`src/rtl/serial_adder_nb.sv`:
```
// Digit-serial adder/subtractor: DIGIT bits per clock, start/busy/done.
// Carry chains between digits through a register instead of a ripple.
module serial_adder_nb #(
  parameter int WIDTH = 16,
  parameter int DIGIT = 4
) (
  input  logic             clk,
  input  logic             rst,
  input  logic             start,
  input  logic             sub,
  input  logic [WIDTH-1:0] a,
  input  logic [WIDTH-1:0] b,
  input  logic             c_in,
  output logic             busy,
  output logic             done,
  output logic [WIDTH-1:0] s,
  output logic             c_out,
  output logic             ovf
);

  localparam int N  = WIDTH / DIGIT;
  localparam int CW = $clog2(N + 1);

  typedef enum logic [1:0] {
    IDLE = 2'd0,
    RUN  = 2'd1,
    DONE = 2'd2
  } state_t;

  state_t           state;
  state_t           state_nxt;
  logic [CW-1:0]    cnt;
  logic [WIDTH-1:0] a_q;
  logic [WIDTH-1:0] b_q;
  logic [WIDTH-1:0] b_in;
  logic [WIDTH-1:0] psum;
  logic [WIDTH-1:0] psum_nxt;
  logic [DIGIT:0]   dsum;
  logic             carry;
  logic             sign_a;
  logic             sign_b;
  logic             accept;
  logic             last;

  // Subtract is a + ~b + 1: invert B here, force carry-in on accept.
  assign b_in   = sub ? ~b : b;
  assign accept = start && (state == IDLE || state == DONE);
  assign last   = (cnt == CW'(N - 1));

  assign dsum = {1'b0, a_q[DIGIT-1:0]}
              + {1'b0, b_q[DIGIT-1:0]}
              + {{DIGIT{1'b0}}, carry};

  // New digit enters at the top; after N digits the LSB digit is at bit 0.
  assign psum_nxt = (psum >> DIGIT)
                  | (WIDTH'(dsum[DIGIT-1:0]) << (WIDTH - DIGIT));

  assign busy = (state == RUN);
  assign done = (state == DONE);

  // State register.
  always_ff @(posedge clk) begin
    if (rst) state <= IDLE;
    else     state <= state_nxt;
  end

  // Next state: DONE is a single cycle and may chain straight into RUN.
  always_comb begin
    state_nxt = state;
    unique case (state)
      IDLE:    if (start) state_nxt = RUN;
      RUN:     if (last)  state_nxt = DONE;
      DONE:    state_nxt = start ? RUN : IDLE;
      default: state_nxt = IDLE;
    endcase
  end

  // Operand latch, per-digit shift/add, and result capture on the last digit.
  always_ff @(posedge clk) begin
    if (rst) begin
      cnt    <= '0;
      a_q    <= '0;
      b_q    <= '0;
      psum   <= '0;
      carry  <= 1'b0;
      sign_a <= 1'b0;
      sign_b <= 1'b0;
      s      <= '0;
      c_out  <= 1'b0;
      ovf    <= 1'b0;
    end else if (accept) begin
      a_q    <= a;
      b_q    <= b_in;
      carry  <= sub ? 1'b1 : c_in;
      sign_a <= a[WIDTH-1];
      sign_b <= b_in[WIDTH-1];
      cnt    <= '0;
    end else if (state == RUN) begin
      a_q   <= a_q >> DIGIT;
      b_q   <= b_q >> DIGIT;
      carry <= dsum[DIGIT];
      psum  <= psum_nxt;
      cnt   <= cnt + 1'b1;
      if (last) begin
        s     <= psum_nxt;
        c_out <= dsum[DIGIT];
        ovf   <= (sign_a == sign_b) &&
                 (psum_nxt[WIDTH-1] != sign_a);
      end
    end
  end

endmodule
```
`config.mk`:
```
export PLATFORM = sky130hd
export DESIGN_NAME = serial_adder_nb
export DESIGN_NICKNAME = d
export VERILOG_FILES = /design/src/rtl/serial_adder_nb.sv
export SDC_FILE = /design/constraint.sdc
export NUM_CORES = 1
export LEC_CHECK = 0
export ABC_CLOCK_PERIOD_IN_PS = 2100
export BUFFER_PORTS_ARGS = -buffer_cell sky130_fd_sc_hd__buf_2
export CAP_MARGIN = 40
export CORE_MARGIN = 5
export CORE_UTILIZATION = 54
export CTS_BUF_LIST = sky130_fd_sc_hd__clkbuf_16
export CTS_CLUSTER_SIZE = 10
export DETAILED_ROUTE_END_ITERATION = 6
export PLACE_DENSITY_LB_ADDON = 0.15
export SKIP_CTS_REPAIR_TIMING = 1
export SLEW_MARGIN = 20
export SYNTH_ARGS = -nofsm -noshare
export SYNTH_HDL_FRONTEND = slang
export SYNTH_SLANG_ARGS = --single-unit
```
`constraint.sdc`:
```
create_clock -name clk -period 2.1 [get_ports clk]
set_input_delay 0 -clock clk [delete_from_list [all_inputs] [get_ports clk]]
set_output_delay 0 -clock clk [all_outputs]
set_load 0.02 [all_outputs]
```
# == Yosys cells after proc, flatten, opt, wreduce, memory -nomap -nowiden ==
# Index checks and enable logic that the tools add are counted.
# Widths: inputs -> output; s select.
# totals
wordCells,45
register_bits,74
inputBits,37
# classes
bitwise,3
n_mux,12
eq_ne,7
add_sub_neg,3
reduce_logical,9
# op_table
op,count
$mux 16,5
$not 16->16,1
$or 12x16->16,1
$pmux 2 s3,1
$add 4x4->5,1
$add 5x1->5,1
$mux 1,4
$mux 2,2
$reduce_and 2->1,2
$add 3x1->3 const B,1
$eq 3x2->1 const B,1
$reduce_and 3->1,1
$eq 2x1->1 const B,1
$eq 2x2->1 const B,1
$logic_and 1x1->1,2
$logic_not 2->1,1
$ne 2x1->1 const B,1
$ne 2x2->1 const B,1
$reduce_bool 2->1,1
$reduce_or 2->1,1
$eq 1x1->1,1
$logic_or 1x1->1,1
$ne 1x1->1,1
$not 1->1,1

# == Depth between registers and ports, before layout ==
# logic_depth
ltp_word,5
ltp_mapped,7
depth_no_buf,7

# == Worst setup path after synthesis ==
# OpenSTA, ideal clock, no wires.
# synth_path
path_type,flip-flop to flip-flop
start,register a_q[0]
end,register ovf
path_buffers,0
stages_incl_launch_ff,6
t_arrival_ns,1.606
period_less_slack_ns,1.697
slack_ns,0.403
cell_sequence,dfxtp_1 > fa_1 > nand3_1 > a21boi_1 > or4_1 > a311oi_1
# synth_via
elab_chain_cells,5
# synth_lines
item,line_no,rtl
"start, declared",33,logic [WIDTH-1:0] a_q;
"start signal, assigned",99,a_q <= a_q >> DIGIT;
$add 4x4->5,51,"+ {1'b0, b_q[DIGIT-1:0]}"
$add 5x1->5,52,"+ {{DIGIT{1'b0}}, carry};"
$or 12x16->16,56,| (WIDTH'(dsum[DIGIT-1:0]) << (WIDTH - DIGIT));
$ne 1x1->1,108,(psum_nxt[WIDTH-1] != sign_a);
$logic_and 1x1->1,107,ovf <= (sign_a == sign_b) &&
"end signal, assigned",107,
"end, declared",18,output logic ovf
# No other way between the ends.
# A chain may end at the register's enable or synchronous reset.

# == Worst setup path in the final report ==
# layout_path
start,register b_q[2]
end,register ovf
# layout_via
elab_chain_cells,5
# layout_lines
item,line_no,rtl
"start, declared",34,logic [WIDTH-1:0] b_q;
"start signal, assigned",93,b_q <= b_in;
"start signal, assigned",100,b_q <= b_q >> DIGIT;
$add 4x4->5,51,
$add 5x1->5,52,
$or 12x16->16,56,
$ne 1x1->1,108,
$logic_and 1x1->1,107,
# No other way between the ends.

==> results.toml <==
[pwr]
peakVddDrop_mv = 0.744
power_density_nw_per_um2 = 881
post-layout-total-power_mw = 3.17
leakage_nw = 1.45

[floorplanning]
die_h_um = 82.9
core_area_um2 = 5140
initial_core_util_pct = 55.8
die-area_um2 = 6870
num_io_pins = 57
rows = 26
die_w_um = 82.9

[flow_run]
max-cap-violations = 0

[global_routing]
antenna_found_initial = 0
track_usage_pct = 18.5
grt_pass1_wl_um = 10600
grt_max_degree = 43
grt-ovfl-total = 0
grt_pass1_vias = 2409

[clocking]
htreeDepth = 3
clockBufferDepth = 2
clk_pin_slew_ns = 0.05
cts_root_buf = "clkbuf_16"
worstSkewPairLatency_ns = 0.33
cts_sinks = 70
cts_buffers = 9
cts_tree = "yes"

[synth]
syn-num-nets = 384
synth-warning-count = 0
ys_ff_latch = 70
syn_area_per_cell_um2 = 8.44
synth_cell_types = 34
syn_inst = 340
synth-seq-area-share_pct = 48.8
synth_area_um2 = 2870

[sta]
final-setup-viol-count = 0
drv_slew = 0
rsz0062_at_grt = "false"
slew_headroom_pct = 49.1
period_minus_slack_ns = 1.79
max_clock_freq_ghz = 0.559
fin_hold_ws_ns = -0.0385
period_share_pct = 85.3
fin_tns_setup_ns = 0
worst_pin_slew_ns = 0.764
hold_violations = 5
skew_ns = 0.00565

[placement]
hpwl_um = 4200
port_buffers = 56
place.gp.congestion = 0.801
place_area_um2 = 3220

[finish]
syn2layout_area_growth_pct = 25.2
antenna_cells = 0
fin_nets = 447
drive_gt1_share_pct = 20.5
final_cell_area_um2 = 3590

[worst_setup_path]
critPathCaptureType = "register"
path_max_fanout = 4
critical_path_class = "reg2reg"
r2r_setup_slack_ns = 0.31
cp.arrival_ns = 2.03
critical_path.startpoint_type = "register"
cp_data_required_time_ns = 2.34

[drt]
first_pass_iters = 5
route.antenna.remaining_nets = 0
drc = 0
drtIter0Drc = 124
num_vias = 2502
wire_per_inst_um = 13.0
post_drt_via_cell_ratio = 5.27
drt_wl_total_um = 6190

[status]
outcome = "finished with violations"
violations = "hold timing"

[hold_path]
hp-class = "in2reg"
synth_stat cells, drive strengths merged:
cell     count  share of area (%)
a21boi       1               0.26
fa           2                1.4
ha           5                2.2
a311oi       1               0.31
nand2b       2               0.52
dfxtp       70                 49
a211oi       2               0.52
or3          2               0.44
nand3        1               0.17
xnor2        4                1.2
nand2       82                 11
o211ai       1               0.26
and3b        1               0.31
o21a         1               0.26
a31oi        1               0.22
xor2        14                4.3
nor2b        3               0.65
nor2        20                2.6
mux2i        3                1.0
or4          1               0.26
a21oi       55                9.6
and2         1               0.22
inv          5               0.65
buf         13                2.4
a2111oi      1               0.31
clkbuf      12                1.6
o21ai        4               0.70
a22oi       28                7.3
nor3         4               0.70
sequential cells by signal, summed over array words and instances, names as in the netlist:
| name | count |
|---|---|
| sign_a | 1 |
| b_q | 16 |
| c_out | 1 |
| psum | 12 |
| a_q | 16 |
| sign_b | 1 |
| cnt | 3 |
| s | 16 |
| state | 2 |
| carry | 1 |
| ovf | 1 |
layout make-up:
| class | instances | area (um^2) |
|---|---|---|
| Sequential cell | 70 | 1400 |
| Multi-Input combinational cell | 240 | 1340 |
| Fill cell | 446 | 1550 |
| Tap cell | 70 | 87.6 |
| Timing Repair Buffer | 77 | 475 |
| Inverter | 5 | 18.8 |
| Clock inverter | 4 | 42.5 |
| Clock buffer | 9 | 225 |
worst max-delay path, stage by stage (launching register included):
cell      delay [ns]
dfxtp_1         0.32
ha_1            0.34
a21oi_1         0.20
a21boi_1        0.12
or4_1           0.47
a311oi_1        0.25
power breakdown:
| part | internal, mW | switching, mW |
|---|---|---|
| clock | 0.886 | 0.505 |
| sequential | 1.39 | 0.0402 |
| combinational | 0.149 | 0.192 |
per-stage QoR:
| step | std cells | setup WS, ns | utilization, % |
|---|---|---|---|
| 3_3_place_gp | 452 | 0.346 | 62.7 |
| 3_5_place_dp | 452 | 0.317 | 62.7 |
| 6_report | 475 | 0.310 | 69.9 |
| 2_1_floorplan | 340 | 0.403 | - |
| 5_1_grt | 475 | 0.157 | 69.9 |
| 4_1_cts | 465 | 0.305 | 67.9 |
worst paths after layout:
check	from	cells past startpoint	to
worst min register to register	s[3]	2	s[3]
worst max-delay path	b_q[2]	5	ovf
worst min-delay path	a[10]	3	a_q[10]
worst max register to register	b_q[2]	5	ovf
layout by cell type (no fill, tap or decap), drive strengths merged, types with 2 or more instances in the layout:
cell type	synthesis	layout
nand2	82	82
dfxtp	70	70
buf	13	67
a21oi	55	55
a22oi	28	28
nor2	20	20
xor2	14	14
dlygate4sd3	0	10
clkbuf	12	9
inv	5	6
ha	5	5
xnor2	4	4
o21ai	4	4
nor3	4	4
mux2i	3	3
nor2b	3	3
a211oi	2	2
or3	2	2
fa	2	2
nand2b	2	2
clkinv	0	2
cells by family after synthesis:
group                    after synthesis  share of synthesized area (%)
XOR/XNOR                              18                           5.49
buffers and inverters                 30                           4.58
AO/OA/AOI/OAI                         95                           19.8
multiplexers                           3                           1.05
AND/OR/NAND/NOR                      117                           16.7
adder cells (fa/ha/maj)                7                           3.58
flip-flops                            70                           48.8
routing by layer:
metal | GRT usage [%] | vias to the layer above | share of wire, %
met5 | 0 | - | 0
met4 | 5.35 | 0 | 1.1
met2 | 31.5 | 52 | 50
met3 | 7.23 | 10 | 5.2
li1 | - | 1275 | -
met1 | 21.5 | 1165 | 44
(Power assumes the default switching activity.)
